`config.mk`:
```
export PLATFORM = sky130hd
export DESIGN_NAME = ex_result_queue
export DESIGN_NICKNAME = d
export VERILOG_FILES = /design/src/rtl/ex_result_queue.sv
export SDC_FILE = /design/constraint.sdc
export NUM_CORES = 1
export LEC_CHECK = 0
export ABC_AREA = 1
export CORE_UTILIZATION = 30
export CTS_CLUSTER_DIAMETER = 200
export DETAILED_ROUTE_END_ITERATION = 12
export GPL_TIMING_DRIVEN = 1
export RECOVER_POWER = 100
export SETUP_SLACK_MARGIN = 0.3
export SLEW_MARGIN = 5
export SYNTH_ARGS = -nofsm -noshare
export SYNTH_HDL_FRONTEND = slang
export SYNTH_SLANG_ARGS = --single-unit
export TNS_END_PERCENT = 100
```
`constraint.sdc`:
```
create_clock -name clock -period 6.4 [get_ports clock]
set_input_delay 1.92 -clock clock [delete_from_list [all_inputs] [get_ports clock]]
set_output_delay 1.92 -clock clock [all_outputs]
set_load 0.02 [all_outputs]
```
`src/rtl/ex_result_queue.sv`:
```
// EX-stage result queue: merges ALU and multiplier results into one ordered stream, at most one packet every other cycle.
// Optional macro EX_RESULT_QUEUE_BYPASS_EN loads an offer straight into ex_reg when the queue is empty and idle.

package ex_result_queue_pkg;
  localparam int unsigned TAG_W = 6;
  localparam int unsigned RES_W = 32;

  typedef struct packed {
    logic             valid;
    logic [TAG_W-1:0] tag;
    logic [RES_W-1:0] alu_result;
  } ex_packet_t;
endpackage

module ex_result_queue
  import ex_result_queue_pkg::*;
#(
  parameter int unsigned DEPTH = 4
) (
  input  logic                   clock,
  input  logic                   reset_n,
  input  ex_packet_t             alu_pkt,
  input  ex_packet_t             mult_pkt,
  input  logic                   flush,
  output logic                   alu_stall,
  output logic                   mult_stall,
  output ex_packet_t             ex_reg,
  output logic [$clog2(DEPTH):0] count
);
  localparam int unsigned PTR_W = $clog2(DEPTH);
  localparam int unsigned CNT_W = PTR_W + 1;

  typedef enum logic [1:0] {S_IDLE, S_SEND, S_GAP} state_t;

  state_t           r_state;
  state_t           w_state_nxt;
  ex_packet_t       r_mem [DEPTH];
  logic [PTR_W-1:0] r_head;
  logic [PTR_W-1:0] r_tail;
  logic [PTR_W-1:0] w_tail1;
  logic [CNT_W-1:0] r_count;
  logic [CNT_W-1:0] w_free;
  ex_packet_t       r_ex;
  ex_packet_t       w_ex_nxt;
  ex_packet_t       w_wr0;
  ex_packet_t       w_wr1;
  logic             w_acc_m;
  logic             w_acc_a;
  logic             w_pop;
  logic             w_byp;
  logic             w_nonempty;
  logic [1:0]       w_n_push;

  // Stalls look only at registered occupancy, so a same-cycle pop never opens room.
  assign w_free     = CNT_W'(DEPTH) - r_count;
  assign mult_stall = (w_free == '0);
  assign alu_stall  = (w_free < CNT_W'(2));

  assign w_acc_m    = mult_pkt.valid & ~mult_stall & ~flush;
  assign w_acc_a    = alu_pkt.valid & ~alu_stall & ~flush;
  assign w_nonempty = (r_count != '0);
  assign w_tail1    = PTR_W'(r_tail + PTR_W'(1));

  assign ex_reg = r_ex;
  assign count  = r_count;

  // Output FSM: every presented packet is followed by a cleared cycle.
  always_comb begin
    w_state_nxt = r_state;
    w_pop       = 1'b0;
    w_byp       = 1'b0;
    w_ex_nxt    = '0;
    if (!flush) begin
      case (r_state)
        S_IDLE: begin
          if (w_nonempty) begin
            w_pop          = 1'b1;
            w_ex_nxt       = r_mem[r_head];
            w_ex_nxt.valid = 1'b1;
            w_state_nxt    = S_SEND;
          end
`ifdef EX_RESULT_QUEUE_BYPASS_EN
          else if (w_acc_m || w_acc_a) begin
            w_byp          = 1'b1;
            w_ex_nxt       = w_acc_m ? mult_pkt : alu_pkt;
            w_ex_nxt.valid = 1'b1;
            w_state_nxt    = S_SEND;
          end
`endif
        end
        S_SEND: w_state_nxt = S_GAP;
        S_GAP: begin
          if (w_nonempty) begin
            w_pop          = 1'b1;
            w_ex_nxt       = r_mem[r_head];
            w_ex_nxt.valid = 1'b1;
            w_state_nxt    = S_SEND;
          end else begin
            w_state_nxt = S_IDLE;
          end
        end
        default: w_state_nxt = S_IDLE;
      endcase
    end
  end

  // Enqueue list, multiplier first; a bypassed offer leaves only the ALU packet to store.
  always_comb begin
    w_wr0    = w_acc_m ? mult_pkt : alu_pkt;
    w_wr1    = alu_pkt;
    w_n_push = 2'(w_acc_m) + 2'(w_acc_a);
    if (w_byp) begin
      w_wr0    = alu_pkt;
      w_n_push = w_n_push - 2'd1;
    end
  end

  always_ff @(posedge clock or negedge reset_n) begin
    if (!reset_n) begin
      r_state <= S_IDLE;
    end else begin
      r_state <= w_state_nxt;
    end
  end

  always_ff @(posedge clock or negedge reset_n) begin
    if (!reset_n) begin
      r_head  <= '0;
      r_tail  <= '0;
      r_count <= '0;
      r_ex    <= '0;
    end else begin
      r_ex <= w_ex_nxt;
      if (flush) begin
        r_head  <= '0;
        r_tail  <= '0;
        r_count <= '0;
      end else begin
        if (w_pop) begin
          r_head <= PTR_W'(r_head + PTR_W'(1));
        end
        r_tail  <= PTR_W'(r_tail + PTR_W'(w_n_push));
        r_count <= r_count + CNT_W'(w_n_push) - CNT_W'(w_pop);
      end
    end
  end

  always_ff @(posedge clock) begin
    if (w_n_push != 2'd0) begin
      r_mem[r_tail] <= w_wr0;
    end
    if (w_n_push == 2'd2) begin
      r_mem[w_tail1] <= w_wr1;
    end
  end

endmodule

```
After elaboration in Yosys (flattened, before gate mapping)
Memories as Yosys holds them, arrays and structs flattened.
Cells that the tools add are included.
Widths: inputs -> output; s select.
Storage, ports and cells
  register bits after elaboration: 48
  memory bits (writable): 156
  input port bits: 81
  memories kept: 1
Cells by class
  $add $sub $neg: 7
  $lt $le $gt $ge: 1
  eq/ne operators: 4
  multiplexer cells: 18
  bitwise operators: 7
  reduce and logical (&&, ||, !) cells: 7
Memories
  r_mem: depth 4, width 39, rd ports 1, clocked after memory_dff 0, wr ports 2, line 37  | ex_packet_t r_mem [DEPTH];
Operators with widths (number)
  $mux 39: 4
  $mux 1: 8
  $mux 2: 4
  $pmux 2 s3: 1
  $add 2x1->2 const B: 2
  $and 1x1->1: 4
  $eq 2x2->1 const B: 2
  $reduce_bool 2->1: 2
  $add 3x2->3: 1
  $logic_not 3->1: 1
  $lt 3x2->1 const B: 1
  $mux 3: 1
  $not 1->1: 3
  $reduce_bool 3->1: 1
  $sub 3x1->3: 1
  $sub 3x3->3 const A: 1
  $add 1x1->2: 1
  $add 2x2->2: 1
  $eq 2x1->1 const B: 1
  $logic_not 2->1: 1
  $ne 2x2->1 const B: 1
  $reduce_and 2->1: 1
  $reduce_or 2->1: 1

Depth between registers and ports, before layout
  word-level depth: 9
  depth in mapped cells: 18
  depth with buffers taken out: 18

Least setup slack after synthesis
OpenSTA, ideal clock, no wires.
  path type: input port to flip-flop
  start: input port flush
  end: memory r_mem[3][0] in the netlist's numbering (enable)
  arrival time: 5441 ps
  required time: 5909 ps
  slack: 468 ps
  stages on the path: 5
  path buffers: 1
  cell sequence: nor2_1 > nand2_1 > buf_2 > ha_1 > o31ai_1
RTL lines
  start: declaration: line 24  | input logic flush,
  end: declaration: line 37

==> flow_metrics.py <==
metrics = {
    "critical_path": {
        "crit_path_top_delay_cell": "clkbuf_2",
        "rr_worst_depth": 10,
        "endpoint_kind": "flop",
        "reg2reg_slack_ns": 2.33,
        "r2r_start": "count[0]",
        "start_kind": "input pin",
        "timing.rr.end": "r_mem[2][19]",
        "arrival_ns": 5.34,
        "crit_family": "buffers and inverters",
        "crit_fanout": 38,
        "crit_required_ns": 6.45,
        "crit_type": "input pin to flop",
        "critPathBufInv": 3,
        "worstPathCellList": "dlygate4sd3_1 -> nor2_1 -> nand2_2 -> inv_1 -> ha_1 -> nand3_1 -> o31ai_4 -> clkbuf_2",
        "crit_path_max_incr_delay_ns": 0.96,
    },
    "drt": {
        "wl_met3_mm": 2.31,
        "wl_per_cell_um": 16.9,
        "drt_iter0_drc": 731,
        "top_layer": "met4",
        "wl_met1_mm": 13.2,
        "dr_wl_met2_mm": 16.6,
        "ant_nets": 0,
        "vias": 9126,
        "remaining_drc_errors": 0,
        "vias_per_cell": 4.74,
        "firstDrtPassIters": 6,
        "wl_mm": 32.6,
    },
    "hold_path": {
        "min-delay-start": "r_state[0]",
        "hp-class": "flop to flop",
        "hold_depth": 2,
        "whs_endpoint": "r_state[0]",
    },
    "job": {
        "timing.max_cap.violations": 4,
    },
    "power_and_ir_drop": {
        "p_leak_nw": 6.36,
        "pwr-share-clk_pct": 24.7,
        "power.total_mw": 4.50,
        "p_seq_share_pct": 40.7,
        "switching_power_mw": 1.68,
        "powerDensity_nw_per_um2": 348,
        "p_int_mw": 2.82,
        "p_sw_share_pct": 37.4,
        "p_comb_share_pct": 34.5,
        "peakVddDrop_v": 0.000196,
    },
    "grt": {
        "antenna_found_initial": 1,
        "track_usage_pct": 18.2,
        "grt_max_degree": 81,
        "grt_pass1_wl_mm": 49.7,
        "grt_pass1_vias": 8643,
        "grt-ovfl-total": 0,
    },
    "placed_design": {
        "post-dp-hpwl_mm": 17.5,
        "gp_congestion": 0.739,
        "portBuffers": 124,
    },
    "synthesis": {
        "yosysWarningCount": 0,
        "syn_area_sq_um": 10700,
        "seq_area_frac_synth_pct": 53.6,
        "yosys_register_bits": 199,
        "synthCells": 1373,
        "synth.distinct_cells": 17,
        "avgSynthCellArea_sq_um": 7.80,
        "synth_fp_nets": 1464,
    },
    "cts": {
        "cts_sinks": 199,
        "cts_setup_buffers": 0,
        "cts_hold_buf": 0,
        "cts_tree": "built",
        "cts_buffers": 17,
        "htreeDepth": 4,
        "root_buffer": "clkbuf_16",
        "insertion_delay_ns": 0.44,
        "cts-resized-gates": 0,
        "cts_buffer_depth": 2,
        "clk_pin_slew_ns": 0.08,
    },
    "timing": {
        "tightest_slew_ns": 2.95,
        "rsz0062_at_grt": "false",
        "tns_ns": 0,
        "period_share_pct": 82.6,
        "drv_slew": 168,
        "min_period_ns": 5.29,
        "max_freq_ghz": 0.189,
        "hold_viol": 0,
        "setup_violations": 0,
        "slew_headroom_pct": -96.7,
        "finClkSkew_ns": 0.0101,
    },
    "finish": {
        "largest_register_ffs": 152,
        "final_cell_mix": "nand2_1 (508), nand3_1 (269), inv_1 (248)",
        "nets": 1549,
        "fillers": 3518,
        "final_common_cell": "nand2_1",
        "area_growth_pct": 20.9,
        "drive_gt1_share_pct": 4.01,
    },
    "die": {
        "die_area_sq_um": 36400,
        "die_y_um": 191,
        "core_area_sq_um": 34800,
        "initial_core_util_pct": 30.8,
        "rows": 68,
        "io-pin-count": 125,
        "die_w_um": 191,
    },
    "status": {
        "outcome": "finished, violations left",
        "failed_checks": "capacitance limit, slew limit",
    },
}
==> worst max path at each step <==
stage / startpoint / to / cells past startpoint
floorplan: flush / r_mem[3][0] / 5
global placement: flush / r_mem[1][6] / 7
detailed placement: flush / r_mem[1][35] / 7
CTS: flush / r_mem[1][8] / 7
global route: flush / r_mem[1][29] / 7
finish: flush / r_mem[2][19] / 8
==> metal layers <==
layer | vias to the layer above | GRT usage [%]
met3 | 47 | 2.37
met1 | 4226 | 22.7
met5 | - | 0
li1 | 4481 | -
met2 | 372 | 32.4
met4 | 0 | 5.63
==> power groups by stage <==
stage                     sequential, mW  combinational, mW  clock [mW]
after floorplan                     1.93              0.889           0
after global placement              1.86               1.57           0
after detailed placement            1.86               1.60           0
after CTS                           1.84               1.61        1.12
after global routing                1.86               1.74        1.18
final                               1.83               1.55        1.11
==> area by class of cell <==
| type | count | area [sq um] | share of cell area [%] |
|---|---|---|---|
| Antenna cell | 1 | 2.50 | 0.0193 |
| Sequential cell | 199 | 5750 | 44.4 |
| Inverter | 253 | 950 | 7.34 |
| Clock inverter | 13 | 145 | 1.12 |
| Multi-Input combinational cell | 848 | 3750 | 29.0 |
| Tap cell | 455 | 569 | 4.40 |
| Clock buffer | 19 | 443 | 3.42 |
| Timing Repair Buffer | 139 | 1330 | 10.3 |
==> synthesized netlist by cell type <==
master | n | area (sq um)
a21oi_1 | 40 | 200
buf_1 | 6 | 22.5
buf_2 | 36 | 180
buf_4 | 3 | 22.5
clkbuf_1 | 28 | 105
dfrtp_1 | 47 | 1180
edfxtp_1 | 152 | 4560
fa_1 | 1 | 20.0
ha_1 | 9 | 113
inv_1 | 249 | 935
inv_2 | 4 | 15.0
nand2_1 | 509 | 1910
nand3_1 | 269 | 1350
nor2_1 | 14 | 52.6
nor3_1 | 1 | 5.00
o21ai_0 | 1 | 5.00
o31ai_1 | 4 | 30.0
==> tightest hold or removal path: cells and delay by family (launching register included) <==
family / cells / cell delay, ns
flops: 1 / 0.36
simple gates: 2 / 0.10
==> metrics by stage <==
step	util [%]	area (sq um)	setup slack, ns	cells	hold slack, ns
final	37.2	12900	1.11	1927	0.494
after global routing	37.2	12900	0.787	1927	0.558
after CTS	37.3	13000	1.74	1926	0.497
after detailed placement	35.6	12400	1.29	1894	0.475
after global placement	35.6	12400	1.32	1894	0.474
after floorplan	-	10700	0.468	1373	0.449
==> kinds of logic after synthesis <==
kind of cell	Yosys count	synth area share [%]
and+or+nand+nor	793	31.0
buffers and inverters	326	12.0
DFF	199	53.6
AOI/OAI and AO/OA	45	2.20
adders and majority gates	10	1.24
Power figures use the tool's default switching activity.
==> RTL edit 1 (same settings) <==
The option `EX_RESULT_QUEUE_BYPASS_EN` is turned on by a define.
--- a/src/rtl/ex_result_queue.sv
+++ b/src/rtl/ex_result_queue.sv
@@ -1,5 +1,7 @@
 // EX-stage result queue: merges ALU and multiplier results into one ordered stream, at most one packet every other cycle.
 // Optional macro EX_RESULT_QUEUE_BYPASS_EN loads an offer straight into ex_reg when the queue is empty and idle.
+
+`define EX_RESULT_QUEUE_BYPASS_EN
 
 package ex_result_queue_pkg;
   localparam int unsigned TAG_W = 6;
Formal check against the unedited RTL: not equivalent (a bounded check fails within 4 cycles, from zero or initial values and one cycle with reset_n low).
==> RTL edit 1 against the unedited design <==
- the flow still finishes with violations (capacitance limit, slew limit)
- final area grew 4.6%
- first-iteration DRC count down 0.55%
- critical path depth is 3 higher
- setup slack got worse by 0.33 ns
- wire length is 6.9% higher
- via count increased by 9.9%
- sequential cell count up 1
- final cell count is 2.5% higher
- highest routed layer unchanged
- synthesized area rose by 7.8%
- total power grew 25%
- maximum frequency shrank 5.9%
==> RTL edit 1: results (changes against the unedited design) <==
status: finished with violations
failing checks: capacitance limit, slew limit
Logic inverters: 64 (-75%)
vias in the first global route: 9632 (+11%)
Max Cap Viol: 2 (-2)
Final Max Tran Viols: 49 (-71%)
Detail Placement HPWL: 20600 um (+18%)
worst skew pair latency: 0.46 ns (+0.02 ns)
Syn Nets: 1494 (+2.0%)
placed cells: 1943 (+2.6%)
Detailed Route WL: 34890 um (+6.9%)
largest net degree at the start of global routing: 106 (+31%)
ant diodes: 0 (-1)
Seq/Total Area, Yosys: 49.99% (-3.6 points)
XOR/XNOR Fraction of Synth Area: 0.1519% (+0.15 points)
DIE WIDTH: 198.1 um (+3.8%)
via count: 10030 (+9.9%)
top cells by area, synth: edfxtp_1, nand2_1, dfrtp_1, nand4_1, nand3_1
Met3 Routed Length: 2131 um (-7.5%)
CP max stage delay: 0.73 ns (-0.23 ns)
fraction of layout cells with a size suffix above 1: 6.694% (+2.7 points)
CTS Sinks: 200 (+0.50%)
post-place instance area: 13080 um^2 (+5.7%)
delay-heaviest family, CP: simple AND/OR/NAND/NOR gates
Clock Skew: 0.01877 ns (+0.008647 ns)
GR Layer Usage met2: 31.13% (-1.3 points)
Finished Layout Cells: 1975 (+2.5%)
clock-cell share of area: 4.102% (-0.44 points)
met1 wire length: 15100 um (+14%)
routed wl met2: 17100 um (+3.3%)
Multi-input comb cells: 1019 (+20%)
WP data arrival: 5.71 ns (+0.37 ns)
complex-gate fraction of the synthesized area: 4.838% (+2.6 points)
[RTL edit 1: final timing paths]
check	from	endpoint	slack, ns	depth (start not counted)
worst max-delay path	flush	r_mem[1][18]$_DFFE_PP_	0.78	11
worst min-delay path	r_state[1]$_DFFE_PN0P_	r_state[1]$_DFFE_PN0P_	0.52	1
worst max register to register	count[0]$_DFF_PN0_	r_mem[1][18]$_DFFE_PP_	1.23	13
worst min register to register	r_state[1]$_DFFE_PN0P_	r_state[1]$_DFFE_PN0P_	0.52	1
max in group asynchronous	reset_n	r_head[0]$_DFFE_PN0P_	1.95	2
min in group asynchronous	reset_n	r_state[0]$_DFFE_PN0P_	2.55	2
[RTL edit 1: power groups by stage]
stage                     sequential, mW  clock [mW]  combinational [mW]
after floorplan                     2.15           0                1.61
after global placement              2.03           0                2.59
after detailed placement            2.04           0                2.63
after CTS                           2.01        1.07                2.64
after global routing                2.04        1.12                2.84
final                               2.01        1.05                2.56
==> RTL edit 2 (same settings) <==
Made on the original files. Make the reset (`reset_n`) synchronous in 2 clocked blocks.
--- a/src/rtl/ex_result_queue.sv
+++ b/src/rtl/ex_result_queue.sv
@@ -115,7 +115,7 @@
     end
   end
 
-  always_ff @(posedge clock or negedge reset_n) begin
+  always_ff @(posedge clock) begin
     if (!reset_n) begin
       r_state <= S_IDLE;
     end else begin
@@ -123,7 +123,7 @@
     end
   end
 
-  always_ff @(posedge clock or negedge reset_n) begin
+  always_ff @(posedge clock) begin
     if (!reset_n) begin
       r_head  <= '0;
       r_tail  <= '0;
Behaviour: differs if reset_n is asserted again (counterexample within 4 cycles, from zero or initial values and one cycle with reset_n low); with reset_n held inactive, the same outputs for 4 cycles.
==> RTL edit 2 against the unedited design <==
- the flow still finishes with violations (capacitance limit, slew limit)
- clock skew increased by 0.0063 ns
- sequential cell count increased by 2
- total power down 17%
- synthesized area fell by 2.7%
- setup slack better by 0.041 ns
- critical path type unchanged
- highest routed layer is now met5
- wire length fell by 3.8%
- final area fell by 1.7%
==> RTL edit 2: results (changes against the unedited design) <==
status: finished with violations
failing checks: capacitance limit, slew limit
Max clock buf depth: 3 (+1)
Post-Syn Instances: 1349 (-1.7%)
CTS clock-pin slew for the worst setup and hold paths: 0.06 ns (-0.02 ns)
Max Cap Viol: 3 (-1)
commonest cells in the netlist: nand2_1, nand3_1, inv_1
Avg WL per Cell: 16.46 um (-2.8%)
Detail Placement HPWL: 18360 um (+4.8%)
CTS buffer count: 24 (+7)
Worst Hold Class: flop to flop
Final Max Tran Viols: 120 (-29%)
Nets: 1532 (-1.1%)
largest net degree at the start of global routing: 78 (-3.7%)
worst skew pair latency: 0.53 ns (+0.09 ns)
routability cong.: 0.8038 (+8.7%)
top cells by area, synth: edfxtp_1, nand2_1, nand3_1, dfxtp_1, inv_1
post-place instance area: 12050 um^2 (-2.7%)
worst slew pin tran: 1.977 ns (-0.9723 ns)
fillers: 3469 (-1.4%)
peak fanout along the critical path: 21 (-45%)
Detailed Route WL: 31400 um (-3.8%)
synth unique cells: 20 (+3)
first-pass GRT wire length: 49230 um (-0.86%)
Clock Skew: 0.01644 ns (+0.006314 ns)
LEAKAGE: 6.005 nW (-5.6%)
fraction of layout cells with a size suffix above 1: 4.044% (+0.033 points)
vias in the first global route: 8914 (+3.1%)
DR iter-0 viols: 797 (+9.0%)
PD cells: 293.3 nW/um^2 (-16%)
Max rail drop VDD: 0.2184 mV (+11%)
ys async rst share: 0% (-24 points)
WP data arrival: 5.40 ns (+0.06 ns)
GR Util All Layers: 17.80% (-0.41 points)
First-pass DRT Iterations: 5 (-1)
placed cells: 1863 (-1.6%)
CP max stage delay: 0.90 ns (-0.06 ns)
routed vias/inst: 4.753 (+0.36%)
delay-heaviest family, CP: simple AND/OR/NAND/NOR gates
[RTL edit 2: cell count changes after synthesis, sizes merged, moves of 7 or more]
cell / change
nand2: +78
inv: -69
dfxtp: +49
dfrtp: -47
nand3: -34
buf: +7
clkbuf: -7
[RTL edit 2: cell families (layout without fill, tap and decap cells)]
| group | after synthesis | in the layout | share of synthesized area, % |
|---|---|---|---|
| compound gates | 43 | 43 | 2.138 |
| fa+ha+maj | 10 | 10 | 1.273 |
| simple gates | 838 | 838 | 33.08 |
| buf+inv | 257 | 367 | 10.28 |
| flops | 201 | 201 | 53.23 |
[RTL edit 2: worst min-delay path: stages (launching register included)]
cell	delay, ns
dfxtp_1	0.31
nand3_1	0.06
nand2_1	0.04
[RTL edit 2: cell type report]
cell class / instances / area share [%]
clock buffers: 30 / 4.973
multi-input cells: 891 / 30.07
flip-flops and latches: 201 / 43.60
well taps: 448 / 4.403
inverters: 184 / 5.426
repair buffers: 139 / 10.55
clock inverters: 14 / 0.9829
[RTL edit 2: worst paths after layout]
| check | from | to | slack [ns] | cells after the start |
|---|---|---|---|---|
| worst max register to register | count[0]$_SDFF_PP0_ | r_mem[3][0]$_DFFE_PP_ | 1.72 | 11 |
| worst max-delay path | flush | r_mem[3][0]$_DFFE_PP_ | 1.15 | 6 |
| worst min register to register | r_state[0]$_SDFFE_PN0P_ | r_state[0]$_SDFFE_PN0P_ | 0.46 | 2 |
| worst min-delay path | r_state[0]$_SDFFE_PN0P_ | r_state[0]$_SDFFE_PN0P_ | 0.46 | 2 |
[RTL edit 2: report_power, final]
group | internal, mW | leakage, nW | switching [mW]
Combinational | 0.264 | 3.85 | 0.526
Sequential | 1.58 | 1.78 | 0.0460
Clock | 0.781 | 0.375 | 0.541
[RTL edit 2: metal layers]
layer / global-route usage [%] / wire length (um)
met5: 0 / 13
met4: 5.738 / 911
met3: 2.310 / 2198
met2: 29.89 / 14570
met1: 23.68 / 13700
[RTL edit 2: metrics by stage]
| stage | power [mW] | setup slack, ns | utilization (%) |
|---|---|---|---|
| 2_1_floorplan | 2.147 | 0.5227 | - |
| 3_3_place_gp | 2.441 | 1.438 | 35.57 |
| 3_5_place_dp | 2.459 | 1.307 | 35.57 |
| 4_1_cts | 3.782 | 1.842 | 37.81 |
| 5_1_grt | 3.927 | 0.9564 | 37.59 |
| 6_report | 3.734 | 1.153 | 37.59 |
